===== config.mk =====
export PLATFORM = sky130hd
export DESIGN_NAME = pcm_dcblock_fifo
export DESIGN_NICKNAME = d
export VERILOG_FILES = /design/src/rtl/pdm_pkg.sv /design/src/rtl/pcm_sync_fifo.sv /design/src/rtl/pcm_dcblock_fifo.sv
export SDC_FILE = /design/constraint.sdc
export NUM_CORES = 1
export LEC_CHECK = 0
export BUFFER_PORTS_ARGS = -buffer_cell sky130_fd_sc_hd__buf_2
export CAP_MARGIN = 20
export CORE_ASPECT_RATIO = 1.1
export CORE_MARGIN = 10
export CORE_UTILIZATION = 60
export DETAILED_ROUTE_END_ITERATION = 6
export GPL_TIMING_DRIVEN = 0
export PLACE_DENSITY = 0.78
export SYNTH_ARGS = -nofsm -noshare
export SYNTH_HDL_FRONTEND = slang
export SYNTH_SLANG_ARGS = --single-unit

===== constraint.sdc =====
create_clock -name clk -period 6.8 [get_ports clk]
set_input_delay 0.34 -clock clk [delete_from_list [all_inputs] [get_ports clk]]
set_output_delay 0.34 -clock clk [all_outputs]
set_load 0.05 [all_outputs]

===== src/rtl/pdm_pkg.sv =====
// Shared types and helpers for the PDM microphone audio path.
// PCM sample type plus the clamp used after wide filter arithmetic.
package pdm_pkg;

    localparam int unsigned DATA_W = 16;
    localparam int unsigned DEPTH  = 8;
    localparam int unsigned WIDE_W = DATA_W + 2;

    typedef logic signed [DATA_W-1:0] pcm_t;

    // Clamp a DATA_W+2 bit signed value into the PCM range.
    function automatic pcm_t sat_pcm(input logic signed [WIDE_W-1:0] v);
        logic [2:0] top;
        top = v[WIDE_W-1:DATA_W-1];
        if ((&top) || !(|top)) begin
            sat_pcm = v[DATA_W-1:0];
        end else if (v[WIDE_W-1]) begin
            sat_pcm = {1'b1, {(DATA_W-1){1'b0}}};
        end else begin
            sat_pcm = {1'b0, {(DATA_W-1){1'b1}}};
        end
    endfunction

endpackage


===== src/rtl/pcm_sync_fifo.sv =====
// Single-clock first-word-fall-through FIFO with explicit occupancy count.
// Push while full is accepted only together with a pop; rdata is 0 when empty.
module pcm_sync_fifo #(
    parameter int unsigned WIDTH = 16,
    parameter int unsigned DEPTH = 8,
    localparam int unsigned PTR_W = $clog2(DEPTH),
    localparam int unsigned LVL_W = PTR_W + 1
) (
    input  logic             clk,
    input  logic             rst,
    input  logic             flush,
    input  logic             push,
    input  logic             pop,
    input  logic [WIDTH-1:0] wdata,
    output logic [WIDTH-1:0] rdata,
    output logic [LVL_W-1:0] level,
    output logic             full,
    output logic             empty
);

    logic [WIDTH-1:0] mem_q [DEPTH];
    logic [WIDTH-1:0] mem_d [DEPTH];
    logic [PTR_W-1:0] wr_ptr_q, wr_ptr_d;
    logic [PTR_W-1:0] rd_ptr_q, rd_ptr_d;
    logic [LVL_W-1:0] level_q, level_d;
    logic             do_push, do_pop;

    assign empty   = (level_q == '0);
    assign full    = (level_q == LVL_W'(DEPTH));
    assign level   = level_q;
    assign rdata   = empty ? '0 : mem_q[rd_ptr_q];
    assign do_pop  = pop & ~empty;
    assign do_push = push & (~full | do_pop);

    always_comb begin
        mem_d    = mem_q;
        wr_ptr_d = wr_ptr_q;
        rd_ptr_d = rd_ptr_q;
        level_d  = level_q;
        if (flush) begin
            wr_ptr_d = '0;
            rd_ptr_d = '0;
            level_d  = '0;
        end else begin
            if (do_push) begin
                mem_d[wr_ptr_q] = wdata;
                wr_ptr_d        = wr_ptr_q + PTR_W'(1);
            end
            if (do_pop) begin
                rd_ptr_d = rd_ptr_q + PTR_W'(1);
            end
            if (do_push && !do_pop) begin
                level_d = level_q + LVL_W'(1);
            end else if (do_pop && !do_push) begin
                level_d = level_q - LVL_W'(1);
            end
        end
    end

    always_ff @(posedge clk or posedge rst) begin
        if (rst) begin
            mem_q    <= '{default: '0};
            wr_ptr_q <= '0;
            rd_ptr_q <= '0;
            level_q  <= '0;
        end else begin
            mem_q    <= mem_d;
            wr_ptr_q <= wr_ptr_d;
            rd_ptr_q <= rd_ptr_d;
            level_q  <= level_d;
        end
    end

endmodule


===== src/rtl/pcm_dcblock_fifo.sv =====
// DC-blocking high-pass (leaky integrator) on CIC PCM samples, buffered in a FWFT FIFO
// with a level watermark interrupt and a sticky overflow flag.
module pcm_dcblock_fifo #(
    parameter int unsigned DATA_W  = pdm_pkg::DATA_W,
    parameter int unsigned DEPTH   = pdm_pkg::DEPTH,
    parameter int unsigned K_SHIFT = 8,
    localparam int unsigned LVL_W  = $clog2(DEPTH) + 1
) (
    input  logic              clk,
    input  logic              rst,
    input  logic              enable,
    input  logic              hp_bypass,
    input  logic              in_valid,
    input  logic [DATA_W-1:0] in_data,
    input  logic              rd_en,
    output logic [DATA_W-1:0] rd_data,
    output logic              empty,
    output logic [LVL_W-1:0]  level,
    input  logic [LVL_W-1:0]  watermark,
    output logic              irq,
    output logic              overflow,
    input  logic              clr_overflow
);

    import pdm_pkg::*;

    // Wide enough that dc_acc, bounded by |x| * 2^K_SHIFT, never wraps.
    localparam int unsigned ACC_W = DATA_W + K_SHIFT + 1;

    logic                     in_valid_q, in_valid_d;
    logic signed [DATA_W-1:0] x_q, x_d;
    logic                     pend_q, pend_d;
    logic signed [ACC_W-1:0]  acc_q, acc_d;
    logic                     ovf_q, ovf_d;

    logic                     sample_evt;
    logic signed [ACC_W-1:0]  x_wide;
    logic signed [ACC_W-1:0]  diff_w;
    pcm_t                     y;
    logic [DATA_W-1:0]        push_data;
    logic                     push;
    logic                     fifo_full;

    assign sample_evt = in_valid & ~in_valid_q & enable;
    assign x_wide     = {{(ACC_W-DATA_W){x_q[DATA_W-1]}}, x_q};
    // x - (dc_acc >>> K); the same difference both feeds the output and updates the estimate.
    assign diff_w     = x_wide - (acc_q >>> K_SHIFT);
    assign y          = sat_pcm(diff_w[DATA_W+1:0]);
    assign push_data  = hp_bypass ? x_q : y;
    assign push       = pend_q & enable;

    always_comb begin
        in_valid_d = in_valid;
        x_d        = x_q;
        pend_d     = 1'b0;
        acc_d      = acc_q;
        if (!enable) begin
            acc_d = '0;
        end else begin
            if (sample_evt) begin
                x_d    = in_data;
                pend_d = 1'b1;
            end
            if (pend_q) begin
                acc_d = acc_q + diff_w;
            end
        end
    end

    always_comb begin
        ovf_d = ovf_q;
        if (push && fifo_full && !rd_en) begin
            ovf_d = 1'b1;
        end else if (clr_overflow) begin
            ovf_d = 1'b0;
        end
    end

    always_ff @(posedge clk or posedge rst) begin
        if (rst) begin
            in_valid_q <= 1'b0;
            x_q        <= '0;
            pend_q     <= 1'b0;
            acc_q      <= '0;
            ovf_q      <= 1'b0;
        end else begin
            in_valid_q <= in_valid_d;
            x_q        <= x_d;
            pend_q     <= pend_d;
            acc_q      <= acc_d;
            ovf_q      <= ovf_d;
        end
    end

    pcm_sync_fifo #(
        .WIDTH (DATA_W),
        .DEPTH (DEPTH)
    ) u_fifo (
        .clk   (clk),
        .rst   (rst),
        .flush (~enable),
        .push  (push),
        .pop   (rd_en),
        .wdata (push_data),
        .rdata (rd_data),
        .level (level),
        .full  (fifo_full),
        .empty (empty)
    );

    assign irq      = (watermark != '0) && (level >= watermark);
    assign overflow = ovf_q;

endmodule


==> results of run 1 <==
cells in the mapped netlist (all sizes together), types with 2 or more instances:
master	n
a211o	3
a211oi	7
a21boi	9
a21o	15
a21oi	40
a22oi	4
a31oi	6
and2	10
buf	22
clkbuf	25
clkinv	2
dfrtp	182
dlygate4sd1	7
fa	3
ha	49
inv	37
mux2i	32
mux4	32
nand2	217
nand2b	15
nand3	9
nand3b	8
nand4	5
nor2	46
nor2b	28
nor3	8
nor4	3
o2111ai	2
o211a	3
o211ai	5
o21a	7
o21ai	157
o21bai	5
o221ai	2
o22ai	4
o31a	2
o31ai	13
or2	3
or3	3
xnor2	26
xor2	9
flip-flops by register name, indices dropped and copies added, names as in the netlist:
| name | flops |
|---|---|
| u_fifo.mem_q | 128 |
| acc_q | 25 |
| u_fifo.wr_ptr_q | 3 |
| in_valid_q | 1 |
| overflow | 1 |
| pend_q | 1 |
| x_q | 16 |
| u_fifo.level | 4 |
| u_fifo.rd_ptr_q | 3 |
per-layer routing:
metal  part of all wire  up-vias
met1               0.41     4194
met3              0.052       64
li1                   -     3908
met4              0.036        0
met5                  0        -
met2               0.50      297
worst max-delay path: stages, from the launching register on:
cell,delay (ps)
dfrtp_1,420
inv_1,60
ha_1,260
nor2b_1,140
o31ai_1,370
a21oi_1,180
o211ai_2,280
a21oi_2,120
o21ai_2,380
inv_1,90
ha_1,350
a21oi_1,170
o21ai_0,100
a31oi_1,200
a21oi_1,170
o21a_1,230
o31a_1,300
a211o_1,260
a21oi_1,180
mux2i_1,220
cell usage in the layout, fill, tap and decap left out, types with 8 or more instances in the layout:
cell type,count
mux2i_1,32
and2_1,10
xor2_1,9
a21boi_4,9
clkbuf_1,25
nand2_1,216
a21o_1,14
nor2_1,46
clkbuf_16,17
xnor2_1,26
nand3b_1,8
buf_1,9
dfrtp_1,182
nor2b_1,28
nand2b_1,15
a21oi_1,36
ha_1,49
buf_2,57
nand3_1,9
o21ai_0,33
o31ai_4,11
mux4_2,32
nor3_1,8
inv_1,35
o21ai_1,120
worst paths after layout:
| kind | to | slack [ps] | depth (start not counted) |
|---|---|---|---|
| worst max-delay path | acc_q[24] | 2230 | 19 |
| worst min-delay path | in_valid_q | 20 | 1 |
| worst max register to register | acc_q[24] | 2230 | 19 |
| worst min register to register | u_fifo.mem_q[69] | 480 | 2 |
| max in group asynchronous | u_fifo.mem_q[75] | 5370 | 4 |
| min in group asynchronous | u_fifo.level[2] | 460 | 3 |
per-stage QoR:
step	hold WS (ps)	area (um2)	power (uW)	setup slack, ps	setup TNS (ps)
3_5_place_dp	376	11200	3320	2270	0
4_1_cts	14.6	11900	4400	2250	0
2_1_floorplan	371	10700	2860	1520	0
6_report	20.7	11900	4420	2230	0
3_3_place_gp	458	11200	3260	-472	-83230
5_1_grt	24.1	11900	4650	1850	0
logic make-up after synthesis:
| logic type | Yosys count | share of synthesized area |
|---|---|---|
| simple gates | 358 | 0.149 |
| compound gates | 288 | 0.191 |
| flops | 182 | 0.428 |
| buf+inv | 93 | 0.0417 |
| mux | 65 | 0.0988 |
| fa+ha+maj | 52 | 0.0632 |
| xor+xnor | 35 | 0.0288 |
power by group:
group	internal, uW	switching (uW)
Sequential	1190	95.4
Combinational	747	1300
Clock	642	442
final cells by class:
class	count	share of cell area
multi-input cells	798	0.475
inverters	39	0.0136
repair buffers	53	0.0256
flip-flops and latches	182	0.383
clock buffers	19	0.0380
plain buffers	54	0.0244
well taps	238	0.0250
clock inverters	12	0.0161
what timing repair did:
| item | CTS | global route |
|---|---|---|
| resized for setup | 0 | 0 |
| hold endpoints to repair | 48 | 0 |
| buffers inserted | 0 | 0 |
| hold buffers | 1 | 0 |
==> impl_metrics.csv, run 1 <==
group,metric,value,unit
outcome,status,"completed",
synth,ys_types,67,
global_route,grt_pass1_vias,8738,
placed_design,dp_hpwl,20.1,mm
final_layout,stdcell_count,1395,
clock_tree,cts_buffer_depth,2,
placed_design,port_buffers,49,
route,ant_nets,0,
power_and_ir_drop,power_density,371,nW/um2
final_layout,syn2layout_area_growth,11.8,%
clock_tree,numCtsBuffers,17,
placed_design,gp_congestion,0.903,
worst_setup_path,cp.arrival,4930,ps
synth,ys_seq_elements,182,
worst_setup_path,crit_fanout,6,
worst_setup_path,crit_start,"acc_q[9]",
synth,yosysTopAreaCellShare,0.428,
route,drt-vias-per-instance,6.07,
floorplan,dieHeight,160,um
worst_setup_path,path_class,"reg2reg",
final_layout,diodes,0,
placed_design,placed_cells,1361,
synth,syn_nets,1152,
hold_path,hold_path.class,"in2reg",
clock_tree,cts-root-buf,"clkbuf_16",
global_route,use_met1,0.294,
floorplan,num_io_pins,50,
synth,synth.largest_area_cell,"dfrtp_1",
worst_setup_path,worstPathRequired,7160,ps
global_route,top_usage_layer,"met2",
route,wl_per_cell,20.2,um
synth,async_flop_share,1.00,
sta,worstMarginPinSlew,931,ps
synth,yosys_warnings,0,
route,drtIter0Drc,662,
floorplan,initial_core_util,0.607,
floorplan,die_x,147,um
floorplan,core-area,17500,um2
route,via_count,8463,
final_layout,multi_input_comb_area,5650,um2
sta,finClkSkew,11.8,ps
clock_tree,clkTransAtPathRegs,70,ps
sta,finalCritPeriodShare,0.673,
global_route,grt_max_degree,135,
synth,yosys_most_used_dff,"dfrtp_1",
synth,syn_area_per_cell,9.93,um2
global_route,grt_pass1_wl,45.3,mm
sta,setup_viol,0,
global_route,grt_use_total,0.241,
hold_path,min_from,"in_valid",
final_layout,fin_util,0.678,
power_and_ir_drop,p_leak,0.00533,uW
synth,postSynthCellCount,1073,
final_layout,finalNetCount,1224,
floorplan,num_rows,51,
route,wirelength,28.2,mm
synth,synth.area.top_cells,"dfrtp_1 (43%), nand2_1 (7.6%), mux4_2 (6.8%)",
power_and_ir_drop,vdd_drop_max,0.000229,V
global_route,gr-usage-met3,0.0348,
sta,final-hold-violation-count,0,
clock_tree,clk-insertion-delay-late,430,ps
synth,netlist_area,10700,um2
global_route,grt_use_met2,0.412,
worst_setup_path,cp-end-kind,"register",
sta,fmax,219,MHz
route,dr.pass1.iters,4,
final_layout,drive_above_1_share,0.150,
clock_tree,cts_htree_levels,4,
global_route,antenna_found_initial,0,
final_layout,n_fill_cell,1353,
sta,relSlewSlack,0.379,
floorplan,die_area,23500,um2
job,maxCapViolations,0,
route,drc_errors,0,
final_layout,ff_latch_area,4550,um2
clock_tree,clock-sinks,182,
synth,yosysSeqAreaShare,0.428,
clock_tree,cts_tree,"built",
sta,drv_slew,0,
sta,min_period,4570,ps
sta,rsz0062_at_grt,"false",
synth,synth-edff-count,0,
global_route,grt_overflow_total,0,
worst_setup_path,startpoint_type,"register",
worst_setup_path,rr_startpoint,"acc_q[9]",
Note: power is estimated with default switching activity, not from simulation.
==> run 2: changes to the inputs <==
--- a/config.mk
+++ b/config.mk
@@ -5,11 +5,12 @@
 export SDC_FILE = /design/constraint.sdc
 export NUM_CORES = 1
 export LEC_CHECK = 0
+export ABC_AREA = 1
 export BUFFER_PORTS_ARGS = -buffer_cell sky130_fd_sc_hd__buf_2
 export CAP_MARGIN = 20
 export CORE_ASPECT_RATIO = 1.1
 export CORE_MARGIN = 10
-export CORE_UTILIZATION = 60
+export CORE_UTILIZATION = 57
 export DETAILED_ROUTE_END_ITERATION = 6
 export GPL_TIMING_DRIVEN = 0
 export PLACE_DENSITY = 0.78
==> constraint.sdc (replaced) <==
create_clock -name clk -period 3.7 [get_ports clk]
set_input_delay 0.185 -clock clk [delete_from_list [all_inputs] [get_ports clk]]
set_output_delay 0.185 -clock clk [all_outputs]
set_load 0.05 [all_outputs]
==> run 2 against run 1 <==
First-iteration DRC count is 34% higher. Clock-buffer cell count is 1 lower. Global-route usage is 1.0 points higher. Synthesized area is 4.2% higher. Fmax is 30% higher. Total power is 95% higher. Flip-flop and latch count stayed put. Cell area is 6.4% higher. Synthesized cell count is 43% higher. Non-clock buffer count is 26 higher. Hold slack better by 54 ps. Critical path type unchanged. Critical endpoint is now acc_q[17]. Highest routed layer unchanged.
==> impl_metrics.csv, run 2 <==
group,metric,value,unit
outcome,status,"completed",
route,ant_nets,0,
synth,syn_nets,1615,
sta,rsz0062_at_grt,"true",
synth,synth-edff-count,0,
synth,synth.area.top_cells,"dfrtp_1 (41%), nand2_1 (16%), nand3_1 (7.7%)",
sta,finalCritPeriodShare,0.948,
worst_setup_path,worstPathRequired,4060,ps
synth,yosysMostFrequentCell,"nand2_1",
clock_tree,clk-insertion-delay-late,440,ps
clock_tree,numCtsBuffers,17,
final_layout,syn2layout_area_growth,14.1,%
clock_tree,cts_buffer_depth,2,
route,drtIter0Drc,887,
final_layout,finalNetCount,1705,
placed_design,place_ws,161,ps
sta,relSlewSlack,0.475,
final_layout,n_fill_cell,1666,
final_layout,final_cell_mix,"nand2_1 (474), dfrtp_1 (182), nand3_1 (171), nor2_1 (138), o21ai_0 (131)",
synth,yosysTopAreaCellShare,0.410,
final_layout,fin_util,0.663,
final_layout,drive_above_1_share,0.109,
floorplan,num_rows,53,
clock_tree,cts-root-buf,"clkbuf_16",
final_layout,reg_top3,"u_fifo.mem_q (128), acc_q (25), x_q (16)",
sta,min_period,3510,ps
synth,syn_area_per_cell,7.23,um2
floorplan,num_io_pins,50,
global_route,grt_pass1_vias,10600,
clock_tree,cts_htree_levels,4,
route,via_count,10900,
synth,synthTopCellsByCount,"nand2_1 (474), dfrtp_1 (182), nand3_1 (171)",
global_route,grt_use_total,0.251,
worst_setup_path,cp-end-kind,"register",
floorplan,die_area,25500,um2
final_layout,multi_input_comb_area,5950,um2
placed_design,dp_hpwl,24.8,mm
route,wirelength,32.7,mm
sta,whs,75.1,ps
synth,ys_seq_elements,182,
final_layout,ff_latch_area,4550,um2
hold_path,hold_path.class,"in2reg",
sta,final-hold-violation-count,0,
floorplan,die_x,153,um
floorplan,initial_core_util,0.581,
power_and_ir_drop,power_density,680,nW/um2
synth,ys_types,43,
route,dr.pass1.iters,5,
global_route,grt_max_degree,41,
synth,yosys_most_used_dff,"dfrtp_1",
placed_design,gp_congestion,0.939,
final_layout,final_common_cell,"nand2_1",
placed_design,port_buffers,48,
worst_setup_path,startpoint_type,"register",
clock_tree,clock-sinks,182,
worst_setup_path,path_class,"reg2reg",
floorplan,dieHeight,166,um
synth,yosysSeqAreaShare,0.410,
worst_setup_path,cp.arrival,3860,ps
final_layout,diodes,0,
final_layout,largest_reg_flops,128,
global_route,grt_pass1_wl,53.1,mm
sta,finClkSkew,11.8,ps
synth,netlist_area,11100,um2
power_and_ir_drop,p_leak,0.00663,uW
sta,setup_viol,0,
synth,yosys_warnings,0,
clock_tree,cts_tree,"built",
sta,fmax,285,MHz
global_route,antenna_found_initial,0,
route,drc_errors,0,
clock_tree,clkTransAtPathRegs,80,ps
power_and_ir_drop,vdd_drop_max,0.000433,V
synth,postSynthCellCount,1536,
global_route,grt_overflow_total,0,
job,maxCapViolations,0,
route,drt-vias-per-instance,5.76,
worst_setup_path,crit_fanout,6,
final_layout,top_register,"u_fifo.mem_q",
route,wl_per_cell,17.4,um
floorplan,core-area,19100,um2
sta,worst_slack,192,ps
sta,worstMarginPinSlew,786,ps
sta,drv_slew,0,
synth,async_flop_share,1.00,
synth,synth.largest_area_cell,"dfrtp_1",
[run 2: metal layers]
layer,up-vias,global-route usage,share of wire
met5,-,0,0
met3,79,0.0337,0.061
met2,420,0.443,0.50
li1,5208,-,-
met4,0,0.0954,0.033
met1,5159,0.302,0.40
[run 2: layout make-up]
class / instances / area share
clock inverter: 14 / 0.0149
buffer: 62 / 0.0219
clock buffer: 18 / 0.0347
sequential: 182 / 0.359
multi-input combinational: 1176 / 0.470
timing repair buffer: 71 / 0.0403
tap: 247 / 0.0244
inverter: 116 / 0.0347
[run 2: worst paths after layout]
path,startpoint,endpoint,slack (ps),cells past startpoint
setup / recovery,x_q[0],acc_q[17],190,20
hold / removal,rd_en,overflow,80,4
setup reg to reg,x_q[0],acc_q[17],190,20
hold reg to reg,u_fifo.mem_q[104],u_fifo.mem_q[104],480,2
max in group asynchronous,rst,u_fifo.mem_q[108],2350,5
min in group asynchronous,rst,u_fifo.mem_q[82],430,3
[run 2: through the flow]
| stage | setup TNS, ps | instance area (um2) | cells | power (uW) |
|---|---|---|---|---|
| floorplan | 0 | 11100 | 1536 | 5460 |
| global placement | -4080 | 11700 | 1831 | 6420 |
| detailed placement | 0 | 11700 | 1835 | 6510 |
| CTS | 0 | 12600 | 1886 | 8460 |
| global route | -222 | 12700 | 1886 | 9150 |
| finish | 0 | 12700 | 1886 | 8610 |
[run 2: cell families after synthesis]
kind of cell,count (synthesis),share of synthesized area
AO/OA/AOI/OAI,252,0.123
XOR/XNOR,16,0.0126
adder cells (fa/ha/maj),52,0.0606
buffers and inverters,178,0.0642
flip-flops,182,0.410
AND/OR/NAND/NOR,856,0.329
[run 2: critical path, stage by stage, from the launching register on]
cell	delay, ps
dfrtp_1	320
inv_1	80
ha_1	240
fa_1	410
inv_1	70
nand2_1	50
nand2_1	80
nand3_1	100
nand2_2	150
nand3_1	90
nand2_1	100
xor2_2	230
ha_2	360
a21oi_1	220
o21ai_0	130
a21oi_1	150
o21ai_1	160
a21o_1	210
nand2_1	60
nand2_1	40
o21ai_0	170
[run 2: what timing repair did]
item	in CTS	in global routing
setup endpoints to repair	0	12
setup buffers	0	0
gates resized for setup	0	26
hold buffers	19	0
endpoints found under the hold margin	47	0
[run 2: power breakdown]
| part | internal (uW) | total [uW] | switching (uW) |
|---|---|---|---|
| Clock | 1050 | 1930 | 880 |
| Sequential | 2220 | 2390 | 169 |
| Combinational | 1260 | 4290 | 3030 |
==> run 3: changes to the inputs <==
--- a/config.mk
+++ b/config.mk
@@ -14,6 +14,7 @@
 export DETAILED_ROUTE_END_ITERATION = 6
 export GPL_TIMING_DRIVEN = 0
 export PLACE_DENSITY = 0.78
+export RECOVER_POWER = 50
 export SYNTH_ARGS = -nofsm -noshare
 export SYNTH_HDL_FRONTEND = slang
 export SYNTH_SLANG_ARGS = --single-unit
==> run 3 against run 2 <==
Die area unchanged. Hold slack worse by 1.3 ps. Register-to-register slack worse by 20 ps. Non-clock buffer count unchanged. Routed wire length up 0.12%. Final cell count unchanged. Largest cell class unchanged. The flow now finishes with violations (max-capacitance violations, max-slew violations). Setup slack worse by 16 ps. Clock skew about the same. Flip-flop and latch count unchanged. Via count down 0.13%. Global-route usage unchanged. Cell area down 0.35%.
==> impl_metrics.csv, run 3 (synthesis gave the netlist of run 2 again) <==
group,metric,value,unit
worst_setup_path,worstPathRequired,4060,ps
global_route,grt_pass1_wl,53.1,mm
worst_setup_path,rr_worst_depth,20,
power_and_ir_drop,power,8610,uW
route,wl_per_cell,17.4,um
sta,fmax,284,MHz
route,drc_errors,0,
final_layout,syn2layout_area_growth,13.8,%
global_route,grt_overflow_total,0,
global_route,grt_use_total,0.251,
power_and_ir_drop,p_leak,0.00661,uW
final_layout,final_common_cell,"nand2_1",
sta,final-hold-violation-count,0,
final_layout,finalNetCount,1705,
route,via_count,10900,
sta,setup_viol,0,
worst_setup_path,r2r_end,"acc_q[17]",
outcome,violations,"max-capacitance violations, max-slew violations",
sta,worstMarginPinSlew,2160,ps
worst_setup_path,rr_startpoint,"x_q[0]",
placed_design,gp_congestion,0.939,
sta,relSlewSlack,-0.441,
worst_setup_path,cpLargestDelayFamily,"compound AO/OA/AOI/OAI gates",
route,ant_nets,0,
clock_tree,cts-root-buf,"clkbuf_16",
placed_design,port_buffers,48,
power_and_ir_drop,vdd_drop_max,0.000433,V
clock_tree,cts_tree,"built",
sta,finalCritPeriodShare,0.953,
floorplan,dieHeight,166,um
floorplan,num_io_pins,50,
clock_tree,numCtsBuffers,17,
floorplan,initial_core_util,0.581,
outcome,status,"finished, violations left",
worst_setup_path,path_class,"reg2reg",
hold_path,min_path_cells,4,
clock_tree,clock-sinks,182,
worst_setup_path,critPathSlowestCell,"fa_1",
global_route,antenna_found_initial,0,
worst_setup_path,crit_buf_inv,2,
power_and_ir_drop,power_density,682,nW/um2
floorplan,core-area,19100,um2
floorplan,num_rows,53,
route,wirelength,32.8,mm
final_layout,reg_top3,"u_fifo.mem_q (128), acc_q (25), x_q (16)",
worst_setup_path,reg2reg_slack,180,ps
sta,rsz0062_at_grt,"true",
final_layout,n_fill_cell,1679,
sta,min_period,3520,ps
global_route,grt_pass1_vias,10600,
hold_path,hold-path-endpoint,"overflow",
clock_tree,clkTransAtPathRegs,80,ps
sta,whs,73.8,ps
final_layout,largest_reg_flops,128,
worst_setup_path,startpoint_type,"register",
global_route,grt_max_degree,41,
clock_tree,cts_htree_levels,4,
floorplan,die_x,153,um
clock_tree,clk-insertion-delay-late,440,ps
worst_setup_path,cp-end-kind,"register",
worst_setup_path,crit_top_cell,"nand2_1",
placed_design,place_area,11700,um2
worst_setup_path,critical_path.cell_chain,"inv_1 -> ha_1 -> fa_1 -> inv_1 -> nand2_1 -> nand2_1 -> nand3_1 -> nand2_2 -> nand3_1 -> nand2_1 -> xor2_2 -> ha_2 -> a21oi_1 -> o21ai_0 -> a21oi_1 -> o21ai_1 -> a21o_1 -> nand2_1 -> nand2_1 -> o21ai_0",
route,dr.pass1.iters,5,
final_layout,diodes,0,
job,maxCapViolations,3,
final_layout,drive_above_1_share,0.102,
final_layout,final_cell_mix,"nand2_1 (475), dfrtp_1 (182), nand3_1 (171), nor2_1 (138), o21ai_0 (131)",
placed_design,dp_hpwl,24.8,mm
final_layout,fin_area,12600,um2
hold_path,min_from,"rd_en",
worst_setup_path,cp.arrival,3880,ps
worst_setup_path,crit_fanout,6,
sta,finClkSkew,11.8,ps
floorplan,die_area,25500,um2
final_layout,fin_util,0.661,
worst_setup_path,critPathMaxStageDelay,410,ps
sta,worst_slack,176,ps
route,drtIter0Drc,814,
route,drt-vias-per-instance,5.75,
sta,drv_slew,119,
final_layout,top_register,"u_fifo.mem_q",
placed_design,place_ws,161,ps
hold_path,hold_path.class,"in2reg",
clock_tree,cts_buffer_depth,2,
==> run 3: how the worst max path moves through the flow <==
stage                  start  slack [ps]  cells past startpoint         to
finish                x_q[0]         180                     20  acc_q[17]
global route          x_q[0]        -110                     20  acc_q[17]
CTS                   x_q[0]         120                     20  acc_q[17]
detailed placement    x_q[0]         160                     21  acc_q[22]
global placement         rst         -40                      2    x_q[12]
floorplan           acc_q[8]         720                     20  acc_q[22]
==> run 3: metrics by stage <==
step | TNS, ps | cells
floorplan | 0 | 1536
global placement | -4080 | 1831
detailed placement | 0 | 1835
CTS | 0 | 1886
global route | -222 | 1886
finish | 0 | 1886
==> run 3: final cells by class <==
| class | count | area [um2] | share of cell area |
|---|---|---|---|
| clock inverter | 14 | 189 | 0.0150 |
| buffer | 62 | 278 | 0.0220 |
| multi-input combinational | 1176 | 5950 | 0.471 |
| inverter | 116 | 437 | 0.0346 |
| clock buffer | 18 | 439 | 0.0348 |
| sequential | 182 | 4550 | 0.361 |
| tap | 247 | 309 | 0.0245 |
| timing repair buffer | 71 | 472 | 0.0374 |
==> run 3: power by group <==
group | internal, uW | leakage, uW | switching, uW
combinational | 1250 | 0.00386 | 3030
sequential | 2220 | 0.00245 | 169
clock | 1050 | 0.000304 | 886
total | 4530 | 0.00661 | 4080
==> run 3: routing by layer <==
| layer | global-route usage | share of wire | wire length [um] |
|---|---|---|---|
| met1 | 0.302 | 0.41 | 13400 |
| met2 | 0.443 | 0.50 | 16500 |
| met3 | 0.0337 | 0.054 | 1780 |
| met4 | 0.0954 | 0.033 | 1080 |
| met5 | 0 | 0 | 0 |
==> run 3: repair_timing <==
item,CTS,global route
hold buffers,19,0
buffers inserted,0,0
resized for setup,0,26
setup endpoints to repair,0,12
endpoints found under the hold margin,47,0
==> run 3: tightest hold or removal path: cells and delay by family <==
kind | cells | cell delay, ps
AOI/OAI and AO/OA | 1 | 70
buffers and inverters | 1 | 90
and+or+nand+nor | 2 | 130
